**config.mk**
```make
export PLATFORM = sky130hd
export DESIGN_NAME = multiply_accumulate
export DESIGN_NICKNAME = d
export VERILOG_FILES = /design/src/rtl/multiply_accumulate.sv
export SDC_FILE = /design/constraint.sdc
export NUM_CORES = 1
export LEC_CHECK = 0
export CAP_MARGIN = 20
export CORE_MARGIN = 1.5
export CORE_UTILIZATION = 57
export CTS_BUF_LIST = sky130_fd_sc_hd__clkbuf_16
export DETAILED_ROUTE_END_ITERATION = 12
export GPL_TIMING_DRIVEN = 0
export PLACE_DENSITY = 0.79
export REMOVE_ABC_BUFFERS = 1
export SYNTH_ARGS = -nofsm -noshare
export SYNTH_HDL_FRONTEND = slang
export SYNTH_SLANG_ARGS = --single-unit
export TNS_END_PERCENT = 20
```
**constraint.sdc**
```tcl
create_clock -name clk -period 4.66 [get_ports clk]
set_clock_uncertainty 0.1 [all_clocks]
set_input_delay 0.932 -clock clk [delete_from_list [all_inputs] [get_ports clk]]
set_output_delay 0.932 -clock clk [all_outputs]
set_load 0.01 [all_outputs]
```
**src/rtl/multiply_accumulate.sv**
```systemverilog
// Streaming pipelined multiply-accumulate: sums operand products per packet and emits one result on the last beat.
// Optional build macro MULTIPLY_ACCUMULATE_SATURATE_EN clamps every accumulation to the ACCW range instead of wrapping.
module multiply_accumulate #(
    parameter int ARGW   = 16,
    parameter int ACCW   = 40,
    parameter int STAGES = 2,
    parameter int SIGNED = 1
) (
    input  logic              clk,
    input  logic              reset,
    input  logic              arg_valid,
    output logic              arg_ready,
    input  logic [2*ARGW-1:0] arg_data,
    input  logic              arg_last,
    output logic              res_valid,
    input  logic              res_ready,
    output logic [ACCW-1:0]   res_data
);

    logic              en;
    logic [2*ARGW-1:0] op_a;
    logic [2*ARGW-1:0] op_b;
    logic [2*ARGW-1:0] prod_raw;
    logic [ACCW-1:0]   prod_ext;
    logic [ACCW-1:0]   sum;

    logic [ACCW-1:0]   prod_q [STAGES];
    logic [ACCW-1:0]   prod_d [STAGES];
    logic [STAGES-1:0] vld_q;
    logic [STAGES-1:0] vld_d;
    logic [STAGES-1:0] last_q;
    logic [STAGES-1:0] last_d;
    logic [ACCW-1:0]   acc_q;
    logic [ACCW-1:0]   acc_d;
    logic [ACCW-1:0]   res_data_q;
    logic [ACCW-1:0]   res_data_d;
    logic              res_valid_q;
    logic              res_valid_d;

    // The whole pipe advances together; a stalled result freezes every stage.
    assign en        = !res_valid_q || res_ready;
    assign arg_ready = en && !reset;
    assign res_valid = res_valid_q;
    assign res_data  = res_data_q;

    always_comb begin
        if (SIGNED != 0) begin
            op_a = {{ARGW{arg_data[ARGW-1]}}, arg_data[ARGW-1:0]};
            op_b = {{ARGW{arg_data[2*ARGW-1]}}, arg_data[2*ARGW-1:ARGW]};
        end else begin
            op_a = {{ARGW{1'b0}}, arg_data[ARGW-1:0]};
            op_b = {{ARGW{1'b0}}, arg_data[2*ARGW-1:ARGW]};
        end
        prod_raw = op_a * op_b;
        if (SIGNED != 0) begin
            prod_ext = ACCW'($signed(prod_raw));
        end else begin
            prod_ext = ACCW'(prod_raw);
        end
    end

`ifdef MULTIPLY_ACCUMULATE_SATURATE_EN
    logic [ACCW:0] sum_wide;

    always_comb begin
        if (SIGNED != 0) begin
            sum_wide = {acc_q[ACCW-1], acc_q} + {prod_q[STAGES-1][ACCW-1], prod_q[STAGES-1]};
            // Top two bits disagree only on signed overflow; bit ACCW holds the true sign.
            if (sum_wide[ACCW] != sum_wide[ACCW-1]) begin
                sum = sum_wide[ACCW] ? {1'b1, {(ACCW-1){1'b0}}} : {1'b0, {(ACCW-1){1'b1}}};
            end else begin
                sum = sum_wide[ACCW-1:0];
            end
        end else begin
            sum_wide = {1'b0, acc_q} + {1'b0, prod_q[STAGES-1]};
            sum      = sum_wide[ACCW] ? {ACCW{1'b1}} : sum_wide[ACCW-1:0];
        end
    end
`else
    always_comb begin
        sum = acc_q + prod_q[STAGES-1];
    end
`endif

    always_comb begin
        vld_d       = vld_q;
        last_d      = last_q;
        prod_d      = prod_q;
        acc_d       = acc_q;
        res_data_d  = res_data_q;
        res_valid_d = res_valid_q;
        if (en) begin
            vld_d[0]  = arg_valid;
            last_d[0] = arg_last;
            prod_d[0] = prod_ext;
            for (int k = 1; k < STAGES; k++) begin
                vld_d[k]  = vld_q[k-1];
                last_d[k] = last_q[k-1];
                prod_d[k] = prod_q[k-1];
            end
            // With en high any held result is being taken this cycle.
            res_valid_d = 1'b0;
            if (vld_q[STAGES-1]) begin
                if (last_q[STAGES-1]) begin
                    res_data_d  = sum;
                    res_valid_d = 1'b1;
                    acc_d       = '0;
                end else begin
                    acc_d = sum;
                end
            end
        end
    end

    always_ff @(posedge clk or posedge reset) begin
        if (reset) begin
            vld_q       <= '0;
            last_q      <= '0;
            acc_q       <= '0;
            res_data_q  <= '0;
            res_valid_q <= 1'b0;
            for (int k = 0; k < STAGES; k++) begin
                prod_q[k] <= '0;
            end
        end else begin
            vld_q       <= vld_d;
            last_q      <= last_d;
            acc_q       <= acc_d;
            res_data_q  <= res_data_d;
            res_valid_q <= res_valid_d;
            for (int k = 0; k < STAGES; k++) begin
                prod_q[k] <= prod_d[k];
            end
        end
    end

endmodule

```
==> impl_summary.log <==
INFO  metric timing.reg2reg.worst_path_depth = 12
INFO  metric post_synth_inst_count = 1,793
INFO  metric layout_worst_path_cycle_share = 135%
INFO  metric row_count = 63
INFO  metric dr.pass1.iters = 7
INFO  metric antenna_found_initial = 0
INFO  metric cts_tree = built
INFO  metric setup_repair_after_global_routing_missed_its_margin = true
INFO  metric timing_worst_setup_path_type = input port to flop
INFO  metric post_route_cells_drive_above_1_share = 12.1%
INFO  metric die_area = 31,000 um^2
INFO  metric achievable-frequency = 159 MHz
INFO  metric detail_route.wl_per_cell = 16.6 um
INFO  metric cts_max_path_buffers = 2
INFO  metric count_of_inserted_antenna_diode_cells = 0
INFO  metric timing.critical_path.required = 4.83 ns
INFO  metric setup_viol = 23
INFO  metric worst_setup_path_start_kind = input port
INFO  metric outcome = complete, but fails checks
INFO  metric reg2reg_to = res_data[38]
INFO  metric syn_avg_cell_area = 9.54 um^2
INFO  metric final_ws_setup = -1.62 ns
INFO  metric total_non_filler_cell_area_in_the_finished_layout = 19,600 um^2
INFO  metric yosysWarningCount = 0
INFO  metric worstReg2RegStart = prod_q[0]
INFO  metric io_buffers = 78
INFO  metric core_area = 29,600 um^2
INFO  metric post_drt_via_cell_ratio = 5.49
INFO  metric reg2reg_setup_slack = 0.95 ns
INFO  metric detail-route-antenna-nets = 0
INFO  metric timing_max_transition_violations_final = 0
INFO  metric pin_count_of_the_biggest_net_entering_global_routing = 77
INFO  metric die_h = 176 um
INFO  metric vias = 12,400
INFO  metric path_clk_slew = 0.06 ns
INFO  metric dpl-instance-area = 18,300 um^2
INFO  metric tritoncts_num_sinks = 149
INFO  metric max-slew-margin-rel = 52.5%
INFO  metric clock_latency_on_the_worst_skew_pair = 0.42 ns
INFO  metric synthToLayoutAreaGrowth = 14.8%
INFO  metric global_route.usage.total = 26.0%
INFO  metric util_after_layout = 66.4%
INFO  metric ctsHtreeMaxLevel = 4
INFO  metric initial_core_util = 57.8%
INFO  metric endpoints_failing_hold = 0
INFO  metric global_route.overflow_total = 0
INFO  metric drt-initial-drc-count = 783
INFO  metric hold_class = flop to flop
INFO  metric critPathCaptureType = flop
INFO  metric most_common_cell_after_layout_fill_and_taps_aside = sky130_fd_sc_hd__nand2_1
INFO  metric wirelength = 37,500 um
INFO  metric synthesis.area = 17,100 um^2
INFO  metric synth_ff_type = sky130_fd_sc_hd__dfrtp_1
INFO  metric ios = 79
INFO  metric finalWorstPathRequiredPeriod = 6.28 ns
INFO  metric violations = negative setup slack
INFO  metric die_width = 176 um
INFO  metric number_of_global_route_vias_before_repair = 13,400
INFO  metric cts_inserted_buffers = 17
INFO  metric cp_data_arrival_time = 6.45 ns
INFO  metric detailed_place_hpwl = 28,300 um
INFO  metric cts.root.buffer_cell = sky130_fd_sc_hd__clkbuf_16
INFO  metric tightest_slew = 0.712 ns
INFO  metric gpl.final_weighted_congestion = 0.924
INFO  metric hold_end = prod_q[30]
INFO  metric path_max_fanout = 8
INFO  metric min_delay_path_depth = 2
INFO  metric synth.yosys.seq_area_share = 21.8%
INFO  metric finish.net_count = 2,280
INFO  metric worstHoldStart = prod_q[70]
INFO  metric synth.distinct_cells = 62
INFO  metric wire_length_of_the_first_global_routing_pass = 64,400 um
INFO  metric max_cap_violations = 0
INFO  metric yosys_register_bits = 149
INFO  metric detail_route.drc_violations = 0
INFO  metric count_of_flip_flops_with_a_built_in_enable_after_synthesis = 0
INFO  metric ctsHoldBuffers = 0
INFO  metric layout.cells.most_common_list = 301 x sky130_fd_sc_hd__nand2_1, 275 x sky130_fd_sc_hd__inv_1, 251 x sky130_fd_sc_hd__fa_1
INFO  metric fillers = 2,262
INFO  metric ys_async_sr_fraction = 100%
critical path: stages:
cell	delay, ns
sky130_fd_sc_hd__buf_12	0.12
sky130_fd_sc_hd__and2_4	0.17
sky130_fd_sc_hd__fa_1	0.59
sky130_fd_sc_hd__inv_2	0.05
sky130_fd_sc_hd__fa_2	0.59
sky130_fd_sc_hd__fa_2	0.44
sky130_fd_sc_hd__inv_2	0.09
sky130_fd_sc_hd__fa_2	0.43
sky130_fd_sc_hd__fa_1	0.50
sky130_fd_sc_hd__inv_2	0.04
sky130_fd_sc_hd__fa_1	0.48
sky130_fd_sc_hd__inv_2	0.05
sky130_fd_sc_hd__ha_4	0.27
sky130_fd_sc_hd__and4_4	0.22
sky130_fd_sc_hd__nand4_1	0.16
sky130_fd_sc_hd__or2_4	0.32
sky130_fd_sc_hd__o22ai_4	0.21
sky130_fd_sc_hd__o211a_1	0.21
sky130_fd_sc_hd__o21a_1	0.14
sky130_fd_sc_hd__o21ai_2	0.07
sky130_fd_sc_hd__a21oi_2	0.14
sky130_fd_sc_hd__xnor2_1	0.13
sky130_fd_sc_hd__o21ai_1	0.09
stage by stage:
stage | hold slack [ns] | setup WS, ns | TNS, ns | std cells
5_1_grt | 0.398 | -1.80 | -28.80 | 2261
3_5_place_dp | 0.355 | -3.55 | -63.95 | 2202
6_report | 0.366 | -1.62 | -24.23 | 2261
2_1_floorplan | 0.339 | -1.96 | -93.05 | 1728
3_3_place_gp | 0.349 | -3.56 | -567.40 | 2196
4_1_cts | 0.369 | -1.49 | -22.25 | 2254
what timing repair did:
item / 4_1_cts / 5_1_grt
gates resized for setup: 306 / 32
setup endpoints to repair: 26 / 25
cloned: 1 / 0
pin swaps: 52 / 25
setup buffers: 20 / 7
registers in the layout (all words and copies together) (netlist names):
signal / flops
res_valid: 1
vld_q: 2
last_q: 2
res_data: 40
acc_q: 40
prod_q: 64
final cells by class:
| type | count | area (um^2) | share of cell area, % |
|---|---|---|---|
| Clock buffer | 17 | 425 | 2.17 |
| Clock inverter | 14 | 174 | 0.886 |
| Inverter | 288 | 1090 | 5.55 |
| Multi-Input combinational cell | 1291 | 12500 | 63.6 |
| Sequential cell | 149 | 3730 | 19.0 |
| Tap cell | 390 | 488 | 2.48 |
| Timing Repair Buffer | 112 | 1250 | 6.35 |
how the worst max path moves through the flow:
stage / start / endpoint / slack, ns / cells after the start
finish: arg_data[18] / prod_q[69] / -1.62 / 23
floorplan: arg_data[20] / prod_q[70] / -1.96 / 21
global route: arg_data[5] / prod_q[70] / -1.80 / 23
CTS: arg_data[15] / prod_q[69] / -1.49 / 18
detailed placement: arg_data[10] / prod_q[70] / -3.55 / 22
global placement: arg_data[7] / prod_q[70] / -3.56 / 23
cells by family (layout without fill, tap and decap cells):
kind of cell / Yosys count / in the layout / share of synthesized area [%]
AO/OA/AOI/OAI: 248 / 248 / 10.0
multiplexers: 31 / 31 / 2.04
flip-flops: 149 / 149 / 21.8
XOR/XNOR: 74 / 74 / 3.83
buffers and inverters: 353 / 431 / 7.75
AND/OR/NAND/NOR: 554 / 554 / 14.9
adder cells (fa/ha/maj): 384 / 384 / 39.6
cells in the mapped netlist (all sizes together) (31+ instances only):
master / number / area share, %
o21ai: 51 / 1.5
inv: 288 / 6.3
clkbuf: 60 / 1.3
dfrtp: 149 / 22
xnor2: 50 / 2.6
nor2: 58 / 1.3
nand2: 307 / 6.7
fa: 263 / 31
ha: 121 / 8.9
mux2: 31 / 2.0
a22o: 31 / 1.6
a21oi: 62 / 1.8
and2: 129 / 4.7
metal layers:
| layer | wire length (um) | global-route usage (%) | vias up |
|---|---|---|---|
| met1 | 16200 | 34.2 | 6199 |
| met2 | 18600 | 44.6 | 357 |
| met4 | 694 | 8.16 | 0 |
| met5 | 0 | 0 | - |
| li1 | - | - | 5789 |
| met3 | 1970 | 3.66 | 60 |
Power is not shown: default switching activity piles up to over one toggle a cycle in this logic, so the estimate is an artifact.
